==> src/rtl/alarm_seq.sv <==
// alarm_seq: alarm clock sequencer with time/alarm setting,
// display blink phase and bounded ring duration.
module alarm_seq #(
    parameter int CLK_HZ = 100_000_000,
    parameter int RING_S = 60
) (
    input  logic        clk,
    input  logic        reset,
    input  logic        btn_mode,
    input  logic        btn_hr,
    input  logic        btn_min,
    input  logic        alarm_en,
    output logic [16:0] disp_time,
    output logic        blank,
    output logic        ring,
    output logic [1:0]  mode
);
    localparam int HALF = CLK_HZ / 2;
    localparam int DW   = (HALF > 1) ? $clog2(HALF) : 1;
    localparam logic [DW-1:0] DIV_END  = DW'(HALF - 1);
    localparam logic [7:0]    RING_END = 8'(RING_S - 1);

    typedef enum logic [1:0] {
        S_RUN       = 2'd0,
        S_SET_TIME  = 2'd1,
        S_SET_ALARM = 2'd2,
        S_RINGING   = 2'd3
    } state_t;

    state_t        r_state;
    state_t        w_state_nx;
    logic [DW-1:0] r_div;
    logic          r_phase;
    logic [4:0]    r_hh;
    logic [4:0]    r_ahh;
    logic [5:0]    r_mm;
    logic [5:0]    r_ss;
    logic [5:0]    r_amm;
    logic [7:0]    r_rcnt;
    logic [16:0]   r_disp;
    logic          r_blank;
    logic          r_ring;
    logic [4:0]    w_hh_tk;
    logic [5:0]    w_mm_tk;
    logic [5:0]    w_ss_tk;
    logic [16:0]   w_disp_nx;
    logic          w_half;
    logic          w_sec;
    logic          w_match;
    logic          w_ring_done;
    logic          w_run;
    logic          w_set;
    logic          w_chg;

    function automatic logic [4:0] f_inc24(input logic [4:0] v);
        return (v == 5'd23) ? 5'd0 : v + 5'd1;
    endfunction

    function automatic logic [5:0] f_inc60(input logic [5:0] v);
        return (v == 6'd59) ? 6'd0 : v + 6'd1;
    endfunction

    assign w_half      = (r_div == DIV_END);
    assign w_sec       = w_half & r_phase;
    assign w_run       = (r_state == S_RUN) | (r_state == S_RINGING);
    assign w_set       = (r_state == S_SET_TIME) | (r_state == S_SET_ALARM);
    assign w_chg       = (w_state_nx != r_state);
    assign w_ring_done = w_sec & (r_rcnt == RING_END);

    // Time value after one second, used both to count and to match
    always_comb begin
        w_ss_tk = f_inc60(r_ss);
        w_mm_tk = r_mm;
        w_hh_tk = r_hh;
        if (r_ss == 6'd59) begin
            w_mm_tk = f_inc60(r_mm);
            if (r_mm == 6'd59) begin
                w_hh_tk = f_inc24(r_hh);
            end
        end
    end

    assign w_match = alarm_en & w_sec & (w_ss_tk == 6'd0) &
                     (w_hh_tk == r_ahh) & (w_mm_tk == r_amm);

    always_comb begin
        w_state_nx = r_state;
        case (r_state)
            S_RUN: begin
                if (btn_mode) begin
                    w_state_nx = S_SET_TIME;
                end else if (w_match) begin
                    w_state_nx = S_RINGING;
                end
            end
            S_SET_TIME: begin
                if (btn_mode) w_state_nx = S_SET_ALARM;
            end
            S_SET_ALARM: begin
                if (btn_mode) w_state_nx = S_RUN;
            end
            S_RINGING: begin
                if (btn_mode | ~alarm_en | w_ring_done) begin
                    w_state_nx = S_RUN;
                end
            end
            default: w_state_nx = S_RUN;
        endcase
    end

    always_comb begin
        if (r_state == S_SET_ALARM) begin
            w_disp_nx = 17'(r_ahh) * 17'd3600 + 17'(r_amm) * 17'd60;
        end else begin
            w_disp_nx = 17'(r_hh) * 17'd3600 + 17'(r_mm) * 17'd60
                      + 17'(r_ss);
        end
    end

    always_ff @(posedge clk or negedge reset) begin
        if (!reset) begin
            r_state <= S_RUN;
        end else begin
            r_state <= w_state_nx;
        end
    end

    // Leaving SET_TIME restarts the second so the new time starts clean
    always_ff @(posedge clk or negedge reset) begin
        if (!reset) begin
            r_div   <= '0;
            r_phase <= 1'b0;
        end else if ((r_state == S_SET_TIME) && w_chg) begin
            r_div   <= '0;
            r_phase <= 1'b0;
        end else if (w_half) begin
            r_div   <= '0;
            r_phase <= ~r_phase;
        end else begin
            r_div   <= r_div + DW'(1);
        end
    end

    always_ff @(posedge clk or negedge reset) begin
        if (!reset) begin
            r_hh <= 5'd0;
            r_mm <= 6'd0;
            r_ss <= 6'd0;
        end else if ((r_state == S_RUN) && btn_mode) begin
            r_ss <= 6'd0;
        end else if (w_run && w_sec) begin
            r_hh <= w_hh_tk;
            r_mm <= w_mm_tk;
            r_ss <= w_ss_tk;
        end else if ((r_state == S_SET_TIME) && !btn_mode) begin
            if (btn_hr)  r_hh <= f_inc24(r_hh);
            if (btn_min) r_mm <= f_inc60(r_mm);
        end
    end

    always_ff @(posedge clk or negedge reset) begin
        if (!reset) begin
            r_ahh <= 5'd7;
            r_amm <= 6'd0;
        end else if ((r_state == S_SET_ALARM) && !btn_mode) begin
            if (btn_hr)  r_ahh <= f_inc24(r_ahh);
            if (btn_min) r_amm <= f_inc60(r_amm);
        end
    end

    always_ff @(posedge clk or negedge reset) begin
        if (!reset) begin
            r_rcnt <= 8'd0;
        end else if (r_state != S_RINGING) begin
            r_rcnt <= 8'd0;
        end else if (w_sec) begin
            r_rcnt <= r_rcnt + 8'd1;
        end
    end

    always_ff @(posedge clk or negedge reset) begin
        if (!reset) begin
            r_disp  <= 17'd0;
            r_blank <= 1'b0;
            r_ring  <= 1'b0;
        end else begin
            r_disp <= w_disp_nx;
            r_ring <= (w_state_nx == S_RINGING);
            if (w_chg || !w_set) begin
                r_blank <= 1'b0;
            end else if (w_half) begin
                r_blank <= ~r_blank;
            end
        end
    end

    assign disp_time = r_disp;
    assign blank     = r_blank;
    assign ring      = r_ring;
    assign mode      = r_state;
endmodule
==> config.mk <==
export PLATFORM = sky130hd
export DESIGN_NAME = alarm_seq
export DESIGN_NICKNAME = d
export VERILOG_FILES = /design/src/rtl/alarm_seq.sv
export SDC_FILE = /design/constraint.sdc
export NUM_CORES = 1
export LEC_CHECK = 0
export ABC_AREA = 1
export CAP_MARGIN = 20
export CORE_MARGIN = 1.5
export CORE_UTILIZATION = 50
export CTS_CLUSTER_DIAMETER = 150
export CTS_CLUSTER_SIZE = 16
export DETAILED_ROUTE_END_ITERATION = 10
export DONT_BUFFER_PORTS = 1
export PLACE_DENSITY = 0.68
export SYNTH_ARGS = -nofsm -noshare
export SYNTH_HDL_FRONTEND = slang
export SYNTH_SLANG_ARGS = --single-unit
==> constraint.sdc <==
create_clock -name clk -period 4.5 [get_ports clk]
set_input_delay 0.9 -clock clk [delete_from_list [all_inputs] [get_ports clk]]
set_output_delay 0.9 -clock clk [all_outputs]
set_load 0.005 [all_outputs]
After elaboration in Yosys (flattened, before gate mapping)
Cells that the tools add are included.
{ "totals": {"ff_bits": 84, "in_bits": 6} }
{ "classes": {"n_bitwise": 14, "eq_ne": 15, "reduce_logical": 21, "mux": 31, "add_sub_neg": 10, "n_mul": 4} }
{ "op_table": {"columns": ["cell", "n"], "rows": [
  ["6-bit 2-to-1 mux", 9],
  ["26-bit 2-to-1 mux", 2],
  ["5-bit 2-to-1 mux", 7],
  ["17-bit by 12-bit adder with 17-bit output", 2],
  ["26-bit by 1-bit adder with 26-bit output (second input constant)", 1],
  ["26-bit == test (second input constant)", 1],
  ["5-bit by 8-bit multiplier with 13-bit output (second input constant)", 2],
  ["6-bit by 4-bit multiplier with 10-bit output (second input constant)", 2],
  ["6-bit by 1-bit adder with 6-bit output (second input constant)", 3],
  ["6-bit == test (second input constant)", 3],
  ["17-bit by 6-bit adder with 17-bit output", 1],
  ["17-bit 2-to-1 mux", 1],
  ["8-bit 2-to-1 mux", 2],
  ["2-bit nonzero test", 7],
  ["5-bit by 1-bit adder with 5-bit output (second input constant)", 2],
  ["5-bit == test (second input constant)", 2],
  ["2-bit 2-to-1 mux", 5],
  ["8-bit by 1-bit adder with 8-bit output (second input constant)", 1],
  ["8-bit by 6-bit == test with 1-bit output (second input constant)", 1],
  ["2-bit case mux with 4 select lines", 1],
  ["1-bit bitwise AND", 6],
  ["2-bit == test (second input constant)", 3],
  ["6-bit == test", 1],
  ["6-bit logical NOT", 1],
  ["other kinds (13)", 29]
]} }

Logic depth before layout (Yosys ltp)
Gate-level depths: netlist (run 1).
{ "depth": {"depth_word": 13, "ltp_mapped": 23, "ltp_nobuf": 23} }

Worst setup path before layout (run 1)
OpenSTA, ideal clock, no wires.
{ "synth_timing": {"path_kind": "register to register", "startpoint": "register r_mm[3]", "endpoint": "register r_disp[16], in the netlist disp_time[16]", "arrival_time_ns": 4.434, "n_path_buf": 0, "path_stages_with_launch": 23, "setup_slack_ns": -0.068, "t_required_ns": 4.365, "synth_period_minus_slack_ns": 4.568, "cell_sequence": "dfrtp_1 -> inv_1 -> fa_1 -> fa_1 -> inv_1 -> ha_1 -> a21oi_1 -> nand2_1 -> a21oi_1 -> o21ai_0 -> a21o_1 -> a21oi_1 -> xnor2_1 -> ha_1 -> ha_1 -> nand2_1 -> nor4_1 -> nand2_1 -> o311ai_0 -> nand2_1 -> nor2_1 -> xor2_1 -> o22ai_1"} }
{ "synth_between": {"elab_chain_len": 4} }
{ "synth_rtl": {"columns": ["element", "line", "source"], "rows": [
  ["start, declared", "36", "logic [5:0] r_mm;"],
  ["start signal, assigned", "153", "r_mm <= w_mm_tk;"],
  ["start signal, assigned", "157", "if (btn_min) r_mm <= f_inc60(r_mm);"],
  ["6-bit by 4-bit multiplier with 10-bit output", "115", "w_disp_nx = 17'(r_hh) * 17'd3600 + 17'(r_mm) * 17'd60"],
  ["17-bit by 12-bit adder with 17-bit output", "115", null],
  ["17-bit by 6-bit adder with 17-bit output", "116", "+ 17'(r_ss);"],
  ["17-bit 2-to-1 mux", "112", "if (r_state == S_SET_ALARM) begin"],
  ["net w_disp_nx[16]", "46", "logic [16:0] w_disp_nx;"],
  ["end signal, assigned", "187", "r_disp <= w_disp_nx;"],
  ["end, declared", "40", "logic [16:0] r_disp;"]
]} }
The timed path passes the listed nets, and every way through them passes these cells.
A chain may end at the register's enable or synchronous reset.

Worst setup path in the final report (run 1)
{ "layout_timing": {"startpoint": "register r_mm[1]", "endpoint": "register r_disp[13], in the netlist disp_time[13]"} }
Same word-level chain as after synthesis.

==> metrics.md, run 1 <==
| Metric | Value |
|---|---|
| Syn_area_per_cell | `7.72 um^2` |
| Data required time of the critical path | `4.76 ns` |
| Startpoint class of the critical path | `flop` |
| Path type of the worst setup path | `reg -> reg` |
| Critical Path End Type | `flop` |
| Top cell type's share of synthesized area | `25.3%` |
| Die area | `16800 um^2` |
| Clock insertion delay at the later pin of the skew report | `0.36 ns` |
| Iteration count of the initial detailed-routing pass | `5` |
| Ports placed on the boundary | `27` |
| Max_slew headroom | `45.3%` |
| Share of synthesized area occupied by flip-flops and latches | `26.2%` |
| Number of violations of the max-capacitance limit | `0` |
| Detail Route Antenna Nets | `0` |
| Maximum number of pins on one net before global-route repair | `85` |
| Slew at the pin with the worst max-slew slack | `0.820 ns` |
| Flop2flop setup slack | `-0.09 ns` |
| Master cell of the clock root buffer | `clkbuf_16` |
| Global-route wire length before repair | `29.7 mm` |
| Library cell with the largest summed area after synthesis | `dfrtp_1` |
| Crit share post-route | `102%` |
| Cell depth of the worst flop-to-flop path | `23` |
| Number of vias per cell | `5.19` |
| Aggregate global routing overflow | `0` |
| H-tree levels | `3` |
| Post-synthesis register bit count | `84` |
| Most instantiated flip-flop cell in the synthesis netlist | `dfrtp_1` |
| Number of buffers created by CTS | `9` |
| Count of port buffers added during placement | `0` |
| Final period demand of the worst path | `4.59 ns` |
| Share of cells above drive strength 1 | `15.5%` |
| Leading cell types by count after synthesis | `nand2_1 (220), inv_1 (164), ha_1 (109), dfrtp_1 (81), nand3_1 (76)` |
| Routed len/inst | `14.2 um` |
| Maximum operating frequency | `218 MHz` |
| Die height | `130 um` |
| Cell Area, Synth | `8030 um^2` |
| Final HPWL from detailed placement | `13.5 mm` |
| Worst hold path type | `in -> async` |
| Synth cell types | `47` |
| Number of global-route vias before repair | `6187` |
| Post-synth net total | `1183` |
| Clock input transition at the sequential cells of the worst setup and hold paths | `0.07 ns` |
| Crit path setup slack, layout | `-0.0913 ns` |
| Wire length after detailed routing | `18.3 mm` |
| Reg2reg start | `r_mm[1]` |
| Final-layout setup total negative slack | `-0.162 ns` |
| Routability-driven placement congestion ratio | `0.886` |
| Std cell rows | `46` |
| Total number of yosys warnings | `0` |
| Area growth from synthesis to final layout | `12.9%` |
| Post-layout net count | `1214` |
| Violated checks | `setup timing` |
| Count of flip-flops with a built-in enable after synthesis | `0` |
| Total vias in the final route | `6700` |
| Cts hold-fix bufs | `0` |
| Top cells by area, synth | `dfrtp_1 (25%), ha_1 (17%), nand2_1 (10%)` |
| Gate Count Post-Synth | `1040` |
| RSZ-0062 raised after global routing | `yes` |
| Largest driver fanout on the critical path | `5` |
| Number of violations reported at the end of detailed-routing iteration 0 | `371` |
| Setup skew after layout | `0.00849 ns` |
| Number of sinks driven by the clock tree | `84` |
| Buffer levels on the longest clock path | `2` |
| Reg-to-Reg End | `disp_time[13]` |
| Initial antenna violation count | `0` |
| Core Region | `15800 um^2` |
| Antenna cells | `0` |
| Effective utilization at floorplan | `50.9%` |
| Asr flop ratio synth | `100%` |
| Most common cell in the synthesized netlist | `nand2_1` |
| Arrival time worst endpoint | `4.85 ns` |
| Status | `finished with violations` |
| Die span in x | `130 um` |
| Setup violators final | `2` |
| Overall fraction of global-route tracks in use | `22.4%` |
| Number of remaining DRC errors | `0` |
| Final number of max-transition violations | `0` |
| Final Hold Vio Count | `0` |
| TritonCTS clock tree | `done` |
==> stage by stage <==
stage	cells	cell area (um^2)	utilization, %	setup slack (ns)	hold WS (ns)
floorplan	1040	8030	-	0.0133	0.455
global placement	1262	8360	53.0	-0.126	0.480
detailed placement	1262	8360	53.0	-0.254	0.485
CTS	1285	8820	55.9	-0.00776	0.220
finish	1292	9060	57.5	-0.0913	0.233
global route	1292	9060	57.5	-0.248	0.212
==> critical path: stages (launching register included) <==
cell	delay, ns
dfrtp_1	0.40
buf_6	0.13
fa_1	0.56
inv_2	0.05
fa_1	0.56
inv_2	0.06
fa_1	0.49
inv_2	0.04
fa_1	0.43
inv_1	0.07
ha_1	0.28
nand2_2	0.11
nand3_2	0.10
nand2_2	0.09
nand2_2	0.05
a21oi_2	0.16
nor2_2	0.06
nor2_1	0.14
o21ai_2	0.10
nand3_2	0.10
nand2_2	0.08
buf_6	0.13
xnor2_1	0.11
o22ai_1	0.19
==> kinds of logic after synthesis <==
logic type	synth area share (%)
compound gates	12.2
xor+xnor	4.26
fa+ha+maj	24.0
buf+inv	8.98
flops	26.2
mux	0.639
simple gates	23.7
==> state kept, by name, summed over array words and instances (netlist names) <==
register   flops
blank          1
disp_time     17
mode           2
r_ahh          5
r_amm          6
r_div         26
r_hh           5
r_mm           6
r_phase        1
r_rcnt         8
r_ss           6
ring           1
==> layout make-up <==
type / count / area [um^2]
timing repair buffer: 35 / 274
clock buffer: 10 / 239
multi-input combinational: 774 / 5470
sequential: 84 / 2110
tap: 216 / 270
inverter: 167 / 627
fill: 1450 / 6710
clock inverter: 6 / 73.8
==> cell usage in the layout, fill, tap and decap left out, types with 14 or more instances in the layout <==
master     n
nand2_1  208
inv_1    157
ha_1     102
dfrtp_1   79
nand3_1   70
nor2_1    69
a21oi_1   50
o21ai_0   50
buf_4     32
a21oi_2   28
fa_1      28
xor2_1    20
xnor2_1   18
nand2_2   18
nor2_2    14
==> repair_timing <==
item	4_1_cts	5_1_grt
resized for setup	19	55
pin swaps	19	29
setup endpoints to repair	3	7
hold endpoints to repair	0	0
setup buffers	7	8
==> how the worst max path moves through the flow <==
stage	startpoint	to	slack (ns)	cells after the start
floorplan	r_mm[2]	disp_time[16]	0.01	22
global placement	r_mm[1]	disp_time[16]	-0.13	20
detailed placement	r_mm[1]	disp_time[16]	-0.25	20
CTS	r_mm[1]	disp_time[16]	-0.008	23
global route	r_mm[1]	disp_time[13]	-0.25	23
finish	r_mm[1]	disp_time[13]	-0.09	23
==> metal layers <==
| layer | track usage (%) | vias up | routed length [um] |
|---|---|---|---|
| met3 | 3.61 | 35 | 584 |
| met4 | 7.39 | 0 | 492 |
| met1 | 30.0 | 3118 | 8520 |
| li1 | - | 3434 | - |
| met5 | 0 | - | 0 |
| met2 | 36.9 | 113 | 8690 |
Power of run 1 is left out: the tool's default activity adds up to more than one toggle a clock period on the data nets, which glitch-free logic cannot reach.
==> inputs of run 2 (changes only) <==
--- a/config.mk
+++ b/config.mk
@@ -7,7 +7,6 @@
 export LEC_CHECK = 0
 export ABC_AREA = 1
 export CAP_MARGIN = 20
-export CORE_MARGIN = 1.5
 export CORE_UTILIZATION = 50
 export CTS_CLUSTER_DIAMETER = 150
 export CTS_CLUSTER_SIZE = 16
==> metrics.md, run 2 (synthesis results as in run 1) <==
| Metric | Value |
|---|---|
| Status | `finished, final reports clean` |
| Iteration count of the initial detailed-routing pass | `5` |
| Register name with the most flops | `r_div` |
| Std cell rows | `45` |
| Overall fraction of global-route tracks in use | `22.4%` |
| Core Region | `15400 um^2` |
| Top cell family by delay on the critical path | `adder cells` |
| Clock input transition at the sequential cells of the worst setup and hold paths | `0.07 ns` |
| Effective utilization at floorplan | `52.0%` |
| Data required time of the critical path | `4.75 ns` |
| TritonCTS clock tree | `done` |
| Number of violations of the max-capacitance limit | `0` |
| Final Hold Vio Count | `0` |
| Antenna cells | `0` |
| Most common library cell in the layout ignoring fill and taps | `nand2_1` |
| Worst path max stage delay | `0.57 ns` |
| Path type of the worst setup path | `reg -> reg` |
| Clock insertion delay at the later pin of the skew report | `0.36 ns` |
| Number of violations reported at the end of detailed-routing iteration 0 | `359` |
| Die span in x | `129 um` |
| Critical Path End | `disp_time[15]` |
| Final number of max-transition violations | `0` |
| Flip-flop count of the largest register, all copies and words added | `26` |
| Final HPWL from detailed placement | `13.5 mm` |
| Wire length after detailed routing | `18.1 mm` |
| Master cell of the clock root buffer | `clkbuf_16` |
| Maximum operating frequency | `222 MHz` |
| Post-layout net count | `1212` |
| Worst path slowest cell | `fa_1` |
| Cell count along the critical path | `24` |
| Final period demand of the worst path | `4.50 ns` |
| Fillers | `1428` |
| Total vias in the final route | `6693` |
| Most used cells in the layout excluding fill and tap cells | `nand2_1 (214), inv_1 (157), ha_1 (104)` |
| Max_slew headroom | `47.1%` |
| Number of vias per cell | `5.21` |
| Startpoint class of the critical path | `flop` |
| Critical Path Start | `r_mm[1]` |
| Global-route wire length before repair | `29.0 mm` |
| Slew at the pin with the worst max-slew slack | `0.794 ns` |
| CP Cell Sequence | `buf_6 > fa_1 > inv_2 > fa_2 > inv_2 > fa_2 > inv_2 > fa_1 > inv_2 > ha_4 > nand3_2 > nand3_2 > nand2_1 > nand2_1 > a21oi_2 > nor2_1 > nor2_1 > o21ai_1 > nand3_1 > nand2_2 > nand3_2 > xor2_1 > nand2_1 > nand2_1` |
| Arrival time worst endpoint | `4.74 ns` |
| Number of buffers created by CTS | `9` |
| Maximum number of pins on one net before global-route repair | `85` |
| Sequential Area | `2110 um^2` |
| H-tree levels | `3` |
| Area growth from synthesis to final layout | `12.0%` |
| Cts hold-fix bufs | `0` |
| Aggregate global routing overflow | `0` |
| Post-Place Worst Slack | `-0.204 ns` |
| Largest driver fanout on the critical path | `2` |
| Worst path buffer plus inverter count | `5` |
| Count of port buffers added during placement | `0` |
| Die area | `16600 um^2` |
| Share of cells above drive strength 1 | `14.4%` |
| RSZ-0062 raised after global routing | `yes` |
| Ports placed on the boundary | `27` |
| Flop2flop setup slack | `0.004 ns` |
| Crit share post-route | `99.9%` |
| Number of global-route vias before repair | `6106` |
| Routability-driven placement congestion ratio | `0.853` |
| Crit path setup slack, layout | `0.00368 ns` |
| Number of remaining DRC errors | `0` |
| Worst hold path type | `in -> async` |
| Initial antenna violation count | `0` |
| Reg2reg start | `r_mm[1]` |
| Setup violators final | `0` |
| Setup skew after layout | `0.00662 ns` |
| Reg-to-Reg End | `disp_time[15]` |
| Die height | `129 um` |
| Detail Route Antenna Nets | `0` |
| Multi-input gate area | `5450 um^2` |
| Buffer levels on the longest clock path | `2` |
| Number of sinks driven by the clock tree | `84` |
| Routed len/inst | `14.1 um` |
| Critical Path End Type | `flop` |
| Cell depth of the worst flop-to-flop path | `24` |
-- run 2: changes by cell type in the layout (fill, tap and decap cells not counted), moves of 3 or more --
cell     change
nand2_2      -6
inv_6        -3
a21oi_4      +3
o21ai_0      +4
nand2_1      +6
o21ai_2      -4
-- run 2: metal layers --
layer	global-route usage (%)	part of all wire, %	up-vias
met5	0	0	-
met4	7.13	2.0	0
met3	4.20	3.4	29
met2	36.1	47	110
met1	30.4	47	3112
li1	-	-	3442
-- run 2: how the worst min path moves through the flow --
stage               from       endpoint  cells after the start
4_1_cts            reset  disp_time[13]                      0
6_report           reset  disp_time[13]                      0
5_1_grt            reset  disp_time[13]                      0
2_1_floorplan  r_rcnt[3]      r_rcnt[3]                      1
3_5_place_dp   r_rcnt[3]      r_rcnt[3]                      1
3_3_place_gp   r_rcnt[3]      r_rcnt[3]                      1
-- run 2: worst register-to-register path: cells and delay by family, from the launching register on --
family | cells | cell delay (ns)
AOI/OAI and AO/OA | 2 | 0.23
adders and majority gates | 5 | 2.39
xor gates and xnor gates | 1 | 0.14
and+or+nand+nor | 11 | 0.89
DFF | 1 | 0.40
buffers and inverters | 5 | 0.33
-- run 2: area by class of cell --
type	count	share of cell area [%]
clock buffers	9	2.51
clock inverters	7	0.654
flip-flops and latches	84	23.5
multi-input cells	774	60.6
inverters	167	6.97
well taps	211	2.94
repair buffers	33	2.88
-- run 2: through the flow --
stage          instance area (um^2)  std cells  utilization (%)  hold slack [ns]  TNS, ns
2_1_floorplan                  8030       1040                -            0.455        0
3_3_place_gp                   8390       1262             54.4            0.479  -0.0873
3_5_place_dp                   8390       1262             54.4            0.482   -0.292
4_1_cts                        8700       1279             56.4            0.223        0
5_1_grt                        8990       1285             58.3            0.222   -0.978
6_report                       8990       1285             58.3            0.235        0
-- run 2: what timing repair did --
action / CTS / global route
gates resized for setup: 8 / 55
cloned: 0 / 0
pin swaps: 4 / 30
endpoints found under the setup margin: 2 / 7
buffers inserted: 1 / 6
Power of run 2 is left out for the same reason.
==> inputs of run 3 (changes only) <==
--- a/config.mk
+++ b/config.mk
@@ -11,8 +11,7 @@
 export CTS_CLUSTER_DIAMETER = 150
 export CTS_CLUSTER_SIZE = 16
 export DETAILED_ROUTE_END_ITERATION = 10
-export DONT_BUFFER_PORTS = 1
-export PLACE_DENSITY = 0.68
+export PLACE_DENSITY = 0.67
 export SYNTH_ARGS = -nofsm -noshare
 export SYNTH_HDL_FRONTEND = slang
 export SYNTH_SLANG_ARGS = --single-unit
==> constraint.sdc (replaced) <==
create_clock -name clk -period 4.3 [get_ports clk]
set_input_delay 0.86 -clock clk [delete_from_list [all_inputs] [get_ports clk]]
set_output_delay 0.86 -clock clk [all_outputs]
set_load 0.005 [all_outputs]
==> metrics.md, run 3 (synthesis results as in run 1) <==
| Metric | Value |
|---|---|
| Status | `finished with violations` |
| Violated checks | `setup timing` |
| Path type of the worst setup path | `reg -> reg` |
| Share of cells above drive strength 1 | `18.1%` |
| Final Hold Vio Count | `0` |
| Maximum number of pins on one net before global-route repair | `70` |
| RSZ-0062 raised after global routing | `yes` |
| Most common library cell in the layout ignoring fill and taps | `nand2_1` |
| Most used cells in the layout excluding fill and tap cells | `nand2_1 (212), inv_1 (157), ha_1 (97)` |
| Final HPWL from detailed placement | `14.1 mm` |
| H-tree levels | `3` |
| Final number of max-transition violations | `0` |
| Area growth from synthesis to final layout | `20.0%` |
| Routability-driven placement congestion ratio | `0.856` |
| Master cell of the clock root buffer | `clkbuf_16` |
| Startpoint class of the critical path | `flop` |
| Iteration count of the initial detailed-routing pass | `5` |
| Buffer levels on the longest clock path | `2` |
| Post-layout net count | `1273` |
| Count of port buffers added during placement | `26` |
| Number of vias per cell | `5.16` |
| Largest driver fanout on the critical path | `4` |
| Slew at the pin with the worst max-slew slack | `0.937 ns` |
| Maximum operating frequency | `228 MHz` |
| Number of violations of the max-capacitance limit | `0` |
| Fillers | `1377` |
| Number of violations reported at the end of detailed-routing iteration 0 | `395` |
| Initial antenna violation count | `0` |
| Wire length after detailed routing | `18.9 mm` |
| Overall fraction of global-route tracks in use | `23.6%` |
| Register name with the most flops | `r_div` |
| Die area | `16600 um^2` |
| Crit share post-route | `102%` |
| Cell depth of the worst flop-to-flop path | `21` |
| Std cell rows | `45` |
| Final-layout setup total negative slack | `-0.0833 ns` |
| Core Region | `15400 um^2` |
| Die height | `129 um` |
| Total vias in the final route | `6950` |
| Global-route wire length before repair | `30.7 mm` |
| Effective utilization at floorplan | `52.0%` |
| Data required time of the critical path | `4.53 ns` |
| Aggregate global routing overflow | `0` |
| Die span in x | `129 um` |
| Critical Path End Type | `flop` |
| Number of global-route vias before repair | `6394` |
| Setup skew after layout | `0.00933 ns` |
| Worst hold path type | `reg -> reg` |
| Antenna cells | `0` |
| Number of sinks driven by the clock tree | `84` |
| Detail Route Antenna Nets | `0` |
| Max_slew headroom | `37.6%` |
| Final period demand of the worst path | `4.38 ns` |
| Post-route core utilization | `62.4%` |
| Number of buffers created by CTS | `9` |
| Ports placed on the boundary | `27` |
| Routed len/inst | `14.0 um` |
| TritonCTS clock tree | `done` |
| Setup violators final | `1` |
| Flop2flop setup slack | `-0.08 ns` |
| Arrival time worst endpoint | `4.61 ns` |
| Flip-flop count of the largest register, all copies and words added | `26` |
| Number of remaining DRC errors | `0` |
| Crit path setup slack, layout | `-0.0833 ns` |
| Clock insertion delay at the later pin of the skew report | `0.36 ns` |
| Number of stages on the worst hold path | `1` |
| Clock input transition at the sequential cells of the worst setup and hold paths | `0.07 ns` |
==> run 3: cell type report <==
cell class / instances / area [um^2] / share of cell area (%)
Tap cell: 211 / 264 / 2.74
Clock buffer: 9 / 225 / 2.34
Clock inverter: 7 / 83.8 / 0.871
Multi-Input combinational cell: 774 / 5520 / 57.4
Inverter: 167 / 632 / 6.56
Timing Repair Buffer: 94 / 787 / 8.18
Sequential cell: 84 / 2110 / 21.9
==> run 3: routing by layer <==
metal | global-route usage, % | vias up | routed length, um
li1 | - | 3564 | -
met1 | 32.0 | 3250 | 8750
met2 | 38.6 | 109 | 9050
met3 | 3.95 | 27 | 728
met4 | 7.47 | 0 | 344
met5 | 0 | - | 0
==> run 3: metrics by stage <==
stage               cell area, um^2  worst slack, ns  instances  hold slack, ns
floorplan                      8060           0.0179       1040           0.455
CTS                            9300           -0.119       1340           0.509
global placement               8880           -0.178       1315           0.488
finish                         9630          -0.0833       1346           0.507
global route                   9630           -0.299       1346           0.544
detailed placement             8880           -0.355       1315           0.489
==> run 3: worst max-delay path, stage by stage, from the launching register on <==
cell and delay [ns]:
dfrtp_2 0.45, fa_1 0.57, inv_1 0.06, fa_1 0.49, inv_2 0.06, fa_1 0.39
nand3_1 0.13, nand2_1 0.06, nand2_1 0.08, nand2_1 0.08, a21oi_2 0.15, xnor2_1 0.15
ha_1 0.26, ha_1 0.35, nand2_4 0.09, nor4_4 0.14, nand2_1 0.15, o311ai_4 0.10
nand2_1 0.14, nor2_2 0.12, xor2_1 0.15, o22ai_1 0.10
==> run 3: what timing repair did <==
item	4_1_cts	5_1_grt
gates resized for setup	12	62
pin swaps	15	33
buffers inserted	9	8
hold buffers	0	0
endpoints found under the setup margin	5	8
==> run 3: path summary, 6_finish.rpt <==
path / startpoint / end
setup / recovery: r_mm[2] / disp_time[16]
hold / removal: r_rcnt[3] / r_rcnt[3]
setup reg to reg: r_mm[2] / disp_time[16]
hold reg to reg: r_rcnt[3] / r_rcnt[3]
max in group asynchronous: reset / r_amm[3]
min in group asynchronous: reset / disp_time[15]
Power of run 3 is left out for the same reason.
